### config.mk
export PLATFORM = sky130hd
export DESIGN_NAME = jk_drive_ctrl
export DESIGN_NICKNAME = d
export VERILOG_FILES = /design/src/rtl/jk_drive_ctrl.sv
export SDC_FILE = /design/constraint.sdc
export NUM_CORES = 1
export LEC_CHECK = 0
export ABC_AREA = 1
export ABC_CLOCK_PERIOD_IN_PS = 2100
export CORE_MARGIN = 1.5
export CORE_UTILIZATION = 45
export CTS_CLUSTER_SIZE = 8
export DETAILED_ROUTE_END_ITERATION = 10
export GPL_ROUTABILITY_DRIVEN = 0
export PLACE_DENSITY = 0.79
export SYNTH_ARGS = -nofsm -noshare
export SYNTH_HDL_FRONTEND = slang
export SYNTH_SLANG_ARGS = --single-unit
### constraint.sdc
create_clock -name clk -period 2.1 [get_ports clk]
set_input_delay 0.525 -clock clk [delete_from_list [all_inputs] [get_ports clk]]
set_output_delay 0.525 -clock clk [all_outputs]
set_load 0.005 [all_outputs]
### src/rtl/jk_drive_ctrl.sv
// Drive controller for a bank of JK flip-flops: turns a target value into one-cycle
// J/K excitation, confirms the result through Q feedback and re-drives on mismatch.
module jk_drive_ctrl #(
    parameter int WIDTH       = 8,
    parameter int TOGGLE_PREF = 0,
    parameter int MAX_RETRY   = 2
) (
    input  logic             clk,
    input  logic             rst_n,
    input  logic             in_valid,
    output logic             in_ready,
    input  logic [WIDTH-1:0] in_data,
    input  logic [WIDTH-1:0] in_mask,
    output logic [WIDTH-1:0] j,
    output logic [WIDTH-1:0] k,
    input  logic [WIDTH-1:0] q_fb,
    output logic             done,
    output logic             err,
    input  logic             err_clr
);

    localparam logic [3:0] RETRY_LIMIT = 4'(MAX_RETRY);

    typedef enum logic [1:0] {
        S_IDLE,
        S_DRIVE,
        S_CHECK,
        S_ERROR
    } state_t;

    state_t           state_q, state_d;
    logic [WIDTH-1:0] tgt_q, tgt_d;
    logic [WIDTH-1:0] mask_q, mask_d;
    logic [3:0]       retry_q, retry_d;
    logic [WIDTH-1:0] j_q, j_d;
    logic [WIDTH-1:0] k_q, k_d;
    logic             done_q, done_d;
    logic             err_q, err_d;
    logic [WIDTH-1:0] mismatch;

    // JK excitation table per bit; returns {j, k}. Unmasked or matching bits hold.
    function automatic logic [2*WIDTH-1:0] excite(input logic [WIDTH-1:0] cur,
                                                  input logic [WIDTH-1:0] tgt,
                                                  input logic [WIDTH-1:0] msk);
        logic [WIDTH-1:0] jx;
        logic [WIDTH-1:0] kx;
        jx = '0;
        kx = '0;
        for (int b = 0; b < WIDTH; b++) begin
            if (msk[b] && (cur[b] != tgt[b])) begin
                if (TOGGLE_PREF != 0) begin
                    jx[b] = 1'b1;
                    kx[b] = 1'b1;
                end else begin
                    jx[b] = tgt[b];
                    kx[b] = ~tgt[b];
                end
            end
        end
        return {jx, kx};
    endfunction

    assign mismatch = (q_fb ^ tgt_q) & mask_q;

    always_ff @(posedge clk or negedge rst_n) begin
        if (!rst_n) begin
            state_q <= S_IDLE;
            tgt_q   <= '0;
            mask_q  <= '0;
            retry_q <= '0;
            j_q     <= '0;
            k_q     <= '0;
            done_q  <= 1'b0;
            err_q   <= 1'b0;
        end else begin
            state_q <= state_d;
            tgt_q   <= tgt_d;
            mask_q  <= mask_d;
            retry_q <= retry_d;
            j_q     <= j_d;
            k_q     <= k_d;
            done_q  <= done_d;
            err_q   <= err_d;
        end
    end

    // j/k are registered, so they are loaded on the edge that enters DRIVE and
    // cleared on the edge that leaves it.
    always_comb begin
        state_d = state_q;
        tgt_d   = tgt_q;
        mask_d  = mask_q;
        retry_d = retry_q;
        j_d     = '0;
        k_d     = '0;
        done_d  = 1'b0;
        err_d   = err_q;

        unique case (state_q)
            S_IDLE: begin
                if (in_valid) begin
                    tgt_d      = in_data;
                    mask_d     = in_mask;
                    retry_d    = '0;
                    {j_d, k_d} = excite(q_fb, in_data, in_mask);
                    state_d    = S_DRIVE;
                end
            end
            S_DRIVE: begin
                state_d = S_CHECK;
            end
            S_CHECK: begin
                if (mismatch == '0) begin
                    done_d  = 1'b1;
                    state_d = S_IDLE;
                end else if (retry_q < RETRY_LIMIT) begin
                    retry_d    = retry_q + 4'd1;
                    {j_d, k_d} = excite(q_fb, tgt_q, mask_q);
                    state_d    = S_DRIVE;
                end else begin
                    err_d   = 1'b1;
                    state_d = S_ERROR;
                end
            end
            S_ERROR: begin
                if (err_clr) begin
                    err_d   = 1'b0;
                    state_d = S_IDLE;
                end
            end
            default: begin
                state_d = S_IDLE;
            end
        endcase
    end

    assign in_ready = (state_q == S_IDLE);
    assign j        = j_q;
    assign k        = k_q;
    assign done     = done_q;
    assign err      = err_q;

endmodule
# --- Yosys cells after proc, flatten, opt, wreduce, memory -nomap -nowiden ---
# Cells that the tools add are included.
totals:
  ff_bits: 40
  input_bits: 28
  output_inout_bits: 19
  wordCells: 131
op_classes:
  addsub: 1
  eq_ne: 24
  reduce_logical: 24
  bitwise: 18
  n_mux: 55
  order_cmp: 1
ops:
  columns: ["cell", "count"]
  rows:
  - ["$mux W8", 6]
  - ["$mux W1", 37]
  - ["$pmux W8 S2", 2]
  - ["$logic_and A1 B1 Y1", 16]
  - ["$ne A1 B1 Y1", 16]
  - ["$not A1 Y1", 16]
  - ["$mux W4", 3]
  - ["$ne A2 B2 Y1 const B", 5]
  - ["$and A8 B8 Y8", 1]
  - ["$logic_not A8 Y1", 1]
  - ["$mux W2", 4]
  - ["$pmux W2 S4", 1]
  - ["$pmux W4 S2", 1]
  - ["$reduce_and A4 Y1", 2]
  - ["$xor A8 B8 Y8", 1]
  - ["$add A4 B1 Y4 const B", 1]
  - ["$eq A2 B2 Y1 const B", 2]
  - ["$lt A4 B2 Y1 const B", 1]
  - ["$reduce_and A2 Y1", 2]
  - ["$reduce_bool A2 Y1", 2]
  - ["$eq A2 B1 Y1 const B", 1]
  - ["$logic_not A2 Y1", 1]
  - ["$pmux W1 S2", 1]

# --- Longest topological paths before layout ---
depth:
  ltp_word: 6
  ltp_mapped: 9
  depth_no_buf: 9

# --- Worst setup path before layout ---
# Ideal clock, no wire load.
synth_timing:
  path_type: "input port to flip-flop"
  startpoint: "input q_fb[3]"
  endpoint: "register state_q[1]"
  arrival_ns: 1.145
  path_stages: 8
  setup_ns: 0.133
  slack_ns: 0.822
  path_buffers: 0
  required_ns: 1.967
  cell_sequence: "inv_1 nand2_1 nand3_1 nand2_1 nor2_1 nand2_1 nand2_1 o211ai_1"
synth_between:
  elab_chain_cells: 5
synth_lines:
  columns: ["item", "line_no", "rtl"]
  rows:
  - ["from (decl)", "16", "input logic [WIDTH-1:0] q_fb,"]
  - ["$xor A8 B8 Y8", "63", "assign mismatch = (q_fb ^ tgt_q) & mask_q;"]
  - ["$and A8 B8 Y8", "63", null]
  - ["$logic_not A8 Y1", "113", "if (mismatch == '0) begin"]
  - ["$mux W2", "113", null]
  - ["$pmux W2 S4", "99", "unique case (state_q)"]
  - ["to (signal assigned)", "76", "state_q <= state_d;"]
  - ["to (decl)", "31", "state_t state_q, state_d;"]
# No other way between the ends.
# A chain may end at the register's enable or synchronous reset.

# --- Final worst setup path ---
layout_timing:
  startpoint: "register state_q[1]"
  endpoint: "output in_ready"
layout_between:
  elab_chain_cells: 1
layout_lines:
  columns: ["item", "line_no", "rtl"]
  rows:
  - ["$logic_not A2 Y1", "137", "assign in_ready = (state_q == S_IDLE);"]
  - ["to (decl)", "11", "output logic in_ready,"]
# No other way between the ends.

==> results.cfg <==
[worst_hold_path]
hold_path.class = in -> async

[drt]
routedWlPerCell_um = 13.3
drt_pass1_iterations = 5
drt_iter0_markers = 168
wl_mm = 4.04
via_count = 1625
via_per_inst = 5.33
drc = 0
ant_nets = 0

[yosys]
synth_top_family_by_area = simple AND/OR/NAND/NOR gates
syn_area_per_cell_um2 = 9.29
synth_cells = 204
synthesis.area_um2 = 1900
ys_ff_latch = 40
synth_simple_gate_area_share_pct = 25.3
synth_cell_type_count = 23
muxShareOfSynthArea_pct = 0
syn_nets = 233
ys_seq_area_share_pct = 52.8
synth-compound-area-share_pct = 13.3
synthAdderAreaFrac_pct = 0.660
yosys_warnings = 0
synth_xor_area_share_pct = 0.462

[sta]
clock_skew_ns = 0.00446
fmax_ghz = 0.526
setup_viol = 0
timing.final.hold_violations = 0
layout_min_cycle_time_ns = 1.90
rsz0062_at_grt = no
tightestPinTransition_ns = 0.513
worst_slew_margin_rel_pct = 65.7
layout_worst_path_cycle_share_pct = 90.5
slew_viol_final = 0
setup_tns_ns = 0

[finish]
final_common_cell = nand2_1
n_antenna_cell = 0
fill_cells = 365
seq_area_um2 = 1000
fin_area_um2 = 2480
nNetsFinal = 284
area_growth_pct = 31.0
multiInputGateArea_um2 = 752
most-common-layout-cells = nand2_1, clkdlybuf4s50_1, dfrtp_1, inv_1, nand4_1
drive_gt1_share_pct = 14.1
post-route-util_pct = 61.6

[setup_path]
cp-end-kind = primary output
required_ns = 1.57
crit_fanout = 5
r2r_setup_slack_ns = 0.59
cp-startpoint = state_q[1]$_DFFE_PN0P_
reg2reg_to = retry_q[2]$_DFFE_PN0P_
cp.arrival_ns = 1.37
reg2reg_depth = 6
r2r-start = state_q[0]$_DFFE_PN0P_
start_kind = flop
critPathKind = reg -> out

[clock_tree]
cts_root_buf = clkbuf_8
clk_latency_ns = 0.29
cts_tree = done
ctsHoldBuffers = 0
h-tree-depth = 2
clockBufferDepth = 2
postCtsSetupBuffers = 0
path_clk_slew_ns = 0.07
cts.sinks = 40
cts_buffers = 5
cts_repair_resize_count = 0

[power]
swShare_pct = 38.3
power.leakage_nw = 1.15
switching_power_mw = 1.03
clockPowerShare_pct = 17.8
power_frac_comb_pct = 39.6
internal_power_mw = 1.66
totalPowerFinal_mw = 2.69
power_frac_seq_pct = 42.6
ir_worst_vdd_v = 0.000443
powerDensity_nw_per_um2 = 1080

[global_route]
antenna_found_initial = 0
grt_max_degree = 41
top_usage_layer = met2
met3_usage_pct = 5.10
gr-usage-met2_pct = 30.8
gr-usage-all-layers_pct = 19.8
overflow = 0
met1_usage_pct = 24.8
grt_pass1_wl_mm = 6.62
grt_pass1_vias = 1514

[place]
numPortBuffers = 46
placed_cell_area_um2 = 2400
dp.final_hpwl_mm = 2.86

[run]
maxCapViolCount = 0

[floorplanning]
core_um2 = 4030
die-height_um = 67.9
rows = 23
start_util_pct = 47.0
boundaryPins = 47
die_width_um = 67.9
die_area_um2 = 4610

[outcome]
outcome = finished, final reports clean
==> critical path: stages (launching register included) <==
cell,delay [ns]
dfrtp_1,0.44
nor2_2,0.14
clkdlybuf4s50_1,0.50
==> synthesized netlist by cell type <==
cell type	n	area, um2
nand3_1	12	60.1
a21oi_1	2	10.0
ha_1	1	12.5
nand4_1	17	106
buf_2	2	10.0
nand2_1	57	214
nor2_1	7	26.3
o211ai_1	1	7.51
nor2_2	1	6.26
nand2_2	9	56.3
o41ai_1	8	70.1
buf_4	1	7.51
o32ai_1	2	17.5
inv_1	17	63.8
inv_2	6	22.5
dfrtp_1	40	1000
nand3_2	1	10.0
o32ai_2	6	97.6
clkinv_2	1	5.00
o21ai_0	8	40.0
xnor2_1	1	8.76
o21ai_2	1	8.76
buf_6	3	33.8
==> state kept, by name, summed over array words and instances (netlist names) <==
signal and cells:
done 1, k 8, mask_q 8, state_q 2, tgt_q 8, err 1
j 8, retry_q 4
==> area by class of cell <==
| class | count | share of cell area (%) |
|---|---|---|
| sequential | 40 | 40.3 |
| multi-input combinational | 134 | 30.3 |
| timing repair buffer | 50 | 20.1 |
| inverter | 24 | 3.68 |
| clock buffer | 6 | 2.92 |
| tap | 50 | 2.52 |
| clock inverter | 1 | 0.202 |
==> kinds of logic (layout without fill, tap and decap cells) <==
family                   Yosys count  in the layout
flip-flops                        40             40
AND/OR/NAND/NOR                  104            104
buffers and inverters             30             81
XOR/XNOR                           1              1
AO/OA/AOI/OAI                     28             28
adder cells (fa/ha/maj)            1              1
==> power groups by stage <==
stage                     Combinational (mW)  Clock, mW  Sequential [mW]
after global placement                  1.05          0             1.15
after global routing                    1.21      0.525             1.18
after CTS                               1.08      0.491             1.14
after detailed placement                1.07          0             1.16
final                                   1.06      0.478             1.15
after floorplan                        0.729          0             1.13
==> stage by stage <==
step,cells,setup slack (ns),hold WS (ns)
floorplan,204,0.822,0.229
global placement,298,0.203,0.490
detailed placement,298,0.161,0.501
CTS,305,0.196,0.199
global route,305,0.139,0.197
finish,305,0.200,0.189
==> per-layer routing <==
layer / up-vias / wire length [um]
met5: - / 0
met2: 59 / 1860
met3: 11 / 275
li1: 802 / -
met1: 753 / 1820
met4: 0 / 91
==> worst max path at each step <==
| stage | to | cells after the start | slack [ns] |
|---|---|---|---|
| 6_report | in_ready | 2 | 0.20 |
| 3_3_place_gp | retry_q[0]$_DFFE_PN0P_ | 10 | 0.20 |
| 3_5_place_dp | retry_q[2]$_DFFE_PN0P_ | 10 | 0.16 |
| 4_1_cts | in_ready | 2 | 0.20 |
| 5_1_grt | in_ready | 2 | 0.14 |
| 2_1_floorplan | state_q[1]$_DFFE_PN0P_ | 8 | 0.82 |
Note: power is estimated with default switching activity, not from simulation.
